[config.mk]
export PLATFORM = sky130hd
export DESIGN_NAME = ccff_bitstream_loader
export DESIGN_NICKNAME = d
export VERILOG_FILES = /design/src/rtl/ccff_bitstream_loader.sv
export SDC_FILE = /design/constraint.sdc
export NUM_CORES = 1
export LEC_CHECK = 0
export ABC_AREA = 1
export BUFFER_PORTS_ARGS = -buffer_cell sky130_fd_sc_hd__buf_2
export CAP_MARGIN = 30
export CORE_MARGIN = 10
export CORE_UTILIZATION = 35
export DETAILED_ROUTE_END_ITERATION = 8
export SYNTH_ARGS = -nofsm -noshare
export SYNTH_HDL_FRONTEND = slang
export SYNTH_SLANG_ARGS = --single-unit
export TNS_END_PERCENT = 20
[constraint.sdc]
create_clock -name i_prog_clk -period 3.1 [get_ports i_prog_clk]
set_clock_uncertainty 0.15 [all_clocks]
set_input_delay 0.31 -clock i_prog_clk [delete_from_list [all_inputs] [get_ports i_prog_clk]]
set_output_delay 0.31 -clock i_prog_clk [all_outputs]
set_load 0.005 [all_outputs]
[src/rtl/ccff_bitstream_loader.sv]
`default_nettype none
// ============================================================================
// Module   : ccff_bitstream_loader
// Brief    : Serializes a valid/ready bitstream MSB-first into the fabric
//            configuration chain, with a single-bit chain-length probe mode.
// Revision : 1.0  initial release
// ============================================================================
module ccff_bitstream_loader #(
    parameter int BITSTREAM_SIZE = 65656,
    parameter int WORD_WIDTH     = 32,
    parameter int TAIL_SLACK     = 16,
    parameter int CNT_W          = $clog2(BITSTREAM_SIZE + TAIL_SLACK + 1)
) (
    input  logic                  i_prog_clk,
    input  logic                  i_prog_reset,
    input  logic                  i_start,
    input  logic                  i_probe_mode,
    input  logic [WORD_WIDTH-1:0] i_bs_data,
    input  logic                  i_bs_valid,
    output logic                  o_bs_ready,
    output logic                  o_ccff_head,
    input  logic                  i_ccff_tail,
    output logic                  o_prog_clk_en,
    output logic                  o_busy,
    output logic                  o_done,
    output logic                  o_error,
    output logic [CNT_W-1:0]      o_bit_count
);

    localparam logic [CNT_W-1:0]      c_SIZE       = CNT_W'(BITSTREAM_SIZE);
    localparam logic [CNT_W-1:0]      c_LAST       = CNT_W'(BITSTREAM_SIZE - 1);
    localparam logic [CNT_W-1:0]      c_TIMEOUT    = CNT_W'(BITSTREAM_SIZE + TAIL_SLACK);
    localparam logic [CNT_W-1:0]      c_WORD       = CNT_W'(WORD_WIDTH);
    localparam logic [CNT_W-1:0]      c_ONE        = CNT_W'(1);
    localparam logic [WORD_WIDTH-1:0] c_PROBE_SEED = {1'b1, {(WORD_WIDTH-1){1'b0}}};

    typedef enum logic [2:0] {
        S_IDLE   = 3'd0,
        S_LOAD   = 3'd1,
        S_SHIFT  = 3'd2,
        S_PROBE  = 3'd3,
        S_FINISH = 3'd4
    } state_t;

    state_t                r_state;
    logic [WORD_WIDTH-1:0] r_shreg;
    logic [CNT_W-1:0]      r_bits_left;
    logic [CNT_W-1:0]      r_bit_count;
    logic                  r_en;
    logic                  r_busy;
    logic                  r_done;
    logic                  r_error;

    logic                  w_word_end;
    logic                  w_final;
    logic [CNT_W-1:0]      w_cnt_inc;
    logic [CNT_W-1:0]      w_rem;
    logic [CNT_W-1:0]      w_bits_new;

    assign w_word_end = (r_bits_left == c_ONE);
    assign w_final    = (r_bit_count == c_LAST);
    assign w_cnt_inc  = r_bit_count + c_ONE;

    // Bits still owed to the chain once the word being accepted starts shifting.
    assign w_rem      = c_SIZE - ((r_state == S_SHIFT) ? w_cnt_inc : r_bit_count);
    assign w_bits_new = (w_rem > c_WORD) ? c_WORD : w_rem;

    // Decoded from registered state only, so bs_valid never loops back to bs_ready.
    assign o_bs_ready = (r_state == S_LOAD) ||
                        ((r_state == S_SHIFT) && w_word_end && !w_final);

    assign o_ccff_head   = r_shreg[WORD_WIDTH-1];
    assign o_prog_clk_en = r_en;
    assign o_busy        = r_busy;
    assign o_done        = r_done;
    assign o_error       = r_error;
    assign o_bit_count   = r_bit_count;

    always_ff @(posedge i_prog_clk) begin
        if (i_prog_reset) begin
            r_state     <= S_IDLE;
            r_shreg     <= '0;
            r_bits_left <= '0;
            r_bit_count <= '0;
            r_en        <= 1'b0;
            r_busy      <= 1'b0;
            r_done      <= 1'b0;
            r_error     <= 1'b0;
        end else begin
            case (r_state)
                S_IDLE: begin
                    if (i_start) begin
                        r_done      <= 1'b0;
                        r_error     <= 1'b0;
                        r_bit_count <= '0;
                        r_busy      <= 1'b1;
                        if (i_probe_mode) begin
                            r_state <= S_PROBE;
                            r_shreg <= c_PROBE_SEED;
                            r_en    <= 1'b1;
                        end else begin
                            r_state <= S_LOAD;
                            r_shreg <= '0;
                            r_en    <= 1'b0;
                        end
                    end
                end

                S_LOAD: begin
                    if (i_bs_valid) begin
                        r_shreg     <= i_bs_data;
                        r_bits_left <= w_bits_new;
                        r_en        <= 1'b1;
                        r_state     <= S_SHIFT;
                    end
                end

                S_SHIFT: begin
                    r_bit_count <= w_cnt_inc;
                    if (!w_word_end) begin
                        r_shreg     <= r_shreg << 1;
                        r_bits_left <= r_bits_left - c_ONE;
                    end else if (w_final) begin
                        r_shreg <= '0;
                        r_en    <= 1'b0;
                        r_done  <= 1'b1;
                        r_state <= S_FINISH;
                    end else if (i_bs_valid) begin
                        // Back-to-back word: its MSB goes out on the very next edge.
                        r_shreg     <= i_bs_data;
                        r_bits_left <= w_bits_new;
                    end else begin
                        r_shreg <= '0;
                        r_en    <= 1'b0;
                        r_state <= S_LOAD;
                    end
                end

                S_PROBE: begin
                    r_bit_count <= w_cnt_inc;
                    r_shreg     <= r_shreg << 1;
                    if (i_ccff_tail) begin
                        r_shreg <= '0;
                        r_en    <= 1'b0;
                        r_state <= S_FINISH;
                        if (r_bit_count == c_SIZE) begin
                            r_done <= 1'b1;
                        end else begin
                            r_error <= 1'b1;
                        end
                    end else if (w_cnt_inc == c_TIMEOUT) begin
                        r_shreg <= '0;
                        r_en    <= 1'b0;
                        r_error <= 1'b1;
                        r_state <= S_FINISH;
                    end
                end

                S_FINISH: begin
                    r_busy  <= 1'b0;
                    r_state <= S_IDLE;
                end

                default: begin
                    r_state <= S_IDLE;
                end
            endcase
        end
    end

endmodule
`default_nettype wire

==> impl_metrics.env <==
export IMPL_post_place_ws_ps=217
export IMPL_grt_use_met2_pct=23.9
export IMPL_vias=5319
export IMPL_yosysWarnings=0
export IMPL_die_w_um=141
export IMPL_gr_total_overflow=0
export IMPL_synth_async_reset_ratio_pct=0
export IMPL_worst_slew_pin_slew_ps=759
export IMPL_syn_area_per_cell_sq_um=6.44
export IMPL_fin_util_pct=41.3
export IMPL_setup_tns_ps=0
export IMPL_maxCapViolCount=0
export IMPL_synth_cell_types=49
export IMPL_total_leakage_power_nw=2.64
export IMPL_path_class="register to register"
export IMPL_grt_max_degree=66
export IMPL_hpwlAfterDp_um=10500
export IMPL_die_height_um=141
export IMPL_fin_crit_ps=2840
export IMPL_port_buffers=60
export IMPL_cp_arrival_ps=2960
export IMPL_syn_area_sq_um=5160
export IMPL_cpMaxStageDelayCell="nor2_1"
export IMPL_wl_per_cell_um=13.9
export IMPL_powerDensity_nw_per_um2=929
export IMPL_worstHoldPathType="input port to register"
export IMPL_grt_pass1_vias=5080
export IMPL_finalSetupViolCount=0
export IMPL_drt_iter0_drc=388
export IMPL_synthesis_instances=801
export IMPL_drive_gt1_share_pct=20.2
export IMPL_rsz0062_at_grt="no"
export IMPL_fillerInstances=1560
export IMPL_startpoint_type="register"
export IMPL_die_area_sq_um=20000
export IMPL_core_rowCount=44
export IMPL_clk_pin_slew_worst_paths_ps=60
export IMPL_grt_pass1_wl_um=24600
export IMPL_grtUsageTotal_pct=14.6
export IMPL_max_slew_margin_rel_pct=49.4
export IMPL_start_util_pct=35.6
export IMPL_status="finished clean"
export IMPL_crit_chain="inv_1 > ha_1 > nand2_1 > nor2_1 > nand2_1 > nor2_1 > nor2_1 > clkinv_1 > nand2_2 > buf_4 > a22o_1 > nand2_1 > a21oi_1"
export IMPL_firstDrtPassIters=5
export IMPL_crit_fanout=31
export IMPL_busiest_layer="met2"
export IMPL_core_area_sq_um=14500
export IMPL_ys_ff_latch=73
export IMPL_drt_wl_total_um=14500
export IMPL_seq_area_frac_synth_pct=28.3
export IMPL_use_met3_pct=4.77
export IMPL_cts_buffer_depth=2
export IMPL_fmax_ghz=0.352
export IMPL_max_stage_delay_ps=530
export IMPL_antenna_found_initial=0
export IMPL_end_kind="register"
export IMPL_cts_tree="done"
export IMPL_avgViaCountPerCell=5.10
export IMPL_syn2layout_area_growth_pct=15.9
export IMPL_fin_ws_ps=255
export IMPL_insertion_delay_ps=350
export IMPL_drv_slew=0
export IMPL_root_buffer="clkbuf_16"
export IMPL_syn_nets=845
export IMPL_ant_nets=0
export IMPL_period_share_pct=91.8
export IMPL_drc=0
export IMPL_final_hold_viol_count=0
export IMPL_numCtsBuffers=9
export IMPL_synth_edf_count=0
export IMPL_htreeDepth=3
export IMPL_gp_congestion=0.877
export IMPL_crit_required_ps=3220
export IMPL_clock_sinks=73
export IMPL_pin_count=61
export IMPL_met1_usage_pct=17.9
export IMPL_synth_flop_cell="dfxtp_1"
export IMPL_vdd_drop_max_mv=0.442
export IMPL_finish_net_count=897
[worst paths after layout]
kind	start	to	slack, ps	depth (start not counted)
max	r_bits_left[1]	r_shreg[28]	260	13
min	i_bs_data[0]	r_shreg[0]	90	3
max reg2reg	r_bits_left[1]	r_shreg[28]	260	13
min reg2reg	r_shreg[20]	r_shreg[20]	310	2
[sequential cells by signal, indices dropped and copies added, names as in the netlist]
register       cells
o_busy             1
o_prog_clk_en      1
r_bits_left       17
o_done             1
r_state            3
o_bit_count       17
r_shreg           32
o_error            1
[power breakdown]
group	leakage, nW	total [mW]	switching (mW)	internal, mW
Clock	0.144	1.09	0.456	0.632
Sequential	0.594	1.26	0.150	1.11
Combinational	1.91	3.21	2.10	1.10
[critical path, delay by kind of cell (launching register included)]
family	cells	cell delay (ps)
and+or+nand+nor	7	930
buffers and inverters	3	760
DFF	1	400
AOI/OAI and AO/OA	2	330
adders and majority gates	1	190
[what timing repair did]
action,in CTS,in global routing
buffers inserted,0,0
hold buffers,0,0
endpoints found under the hold margin,0,0
setup endpoints to repair,0,34
gates resized for setup,0,4
[through the flow]
stage | instances | instance area [sq um] | total power [mW] | hold WS [ps]
floorplan | 801 | 5160 | 3.75 | 252
global placement | 1026 | 5670 | 4.47 | 304
detailed placement | 1026 | 5670 | 4.49 | 306
CTS | 1042 | 5970 | 5.60 | 85.9
global route | 1042 | 5980 | 6.12 | 96.1
finish | 1043 | 5980 | 5.56 | 91.6
[synth_stat cells (3+ instances only)]
cell / instances / area share [%]
nand2_1: 249 / 18
a21oi_1: 80 / 7.8
dfxtp_1: 73 / 28
inv_1: 63 / 4.6
nor2_1: 54 / 3.9
nand3_1: 37 / 3.6
a22o_1: 30 / 5.1
nand2_2: 24 / 2.9
o21ai_0: 24 / 2.3
clkbuf_1: 22 / 1.6
nand4_1: 16 / 1.9
nand3_2: 13 / 2.5
nor3_1: 13 / 1.3
buf_2: 10 / 0.97
inv_2: 9 / 0.65
o211ai_1: 7 / 1.0
ha_1: 6 / 1.5
nor2_2: 6 / 0.73
xor2_1: 6 / 1.0
a21oi_2: 5 / 0.85
nand2_4: 5 / 1.1
nor2_4: 5 / 1.1
o21ai_1: 4 / 0.39
and2_1: 3 / 0.36
nor2_8: 3 / 1.2
nor4_1: 3 / 0.36
o21bai_1: 3 / 0.44
[logic make-up after synthesis]
group	count (synthesis)	share of synthesized area, %
AO/OA/AOI/OAI	167	20.0
XOR/XNOR	8	1.36
adder cells (fa/ha/maj)	6	1.45
buffers and inverters	109	8.39
flip-flops	73	28.3
AND/OR/NAND/NOR	438	40.5
[routing by layer]
layer  up-vias  share of wire, %  wire length (um)
met3        12               5.8               847
li1       2762                 -                 -
met5         -                 0                 0
met2       119                46              6760
met4         0               1.1               165
met1      2426                47              6770
[area by class of cell]
cell class	instances	area, sq um	area share, %
Antenna cell	1	2.50	0.0418
Clock buffer	9	225	3.77
Clock inverter	7	78.8	1.32
Inverter	74	278	4.65
Multi-Input combinational cell	619	3280	54.8
Sequential cell	73	1470	24.5
Tap cell	184	230	3.85
Timing Repair Buffer	76	420	7.03
[layout by cell type, fill, tap and decap left out, types with 3 or more instances in the layout]
cell type and instances:
dfxtp_2 3, nand3_2 13, nand4_1 16, nand2_1 249, ha_1 5, dfxtp_1 70
nor2_1 53, a22o_1 30, nor2_8 3, clkbuf_16 9, nor2_2 7, a21oi_2 5
o21bai_1 3, nor4_1 3, nor3_1 12, nand2_4 5, a21oi_1 80, buf_2 60
nand3_1 37, and2_1 3, inv_2 9, o21ai_0 24, inv_1 63, o211ai_1 7
xor2_1 6, nand2_2 24, nor2_4 5, buf_4 16, o21ai_1 3
Power figures use the tool's default switching activity.
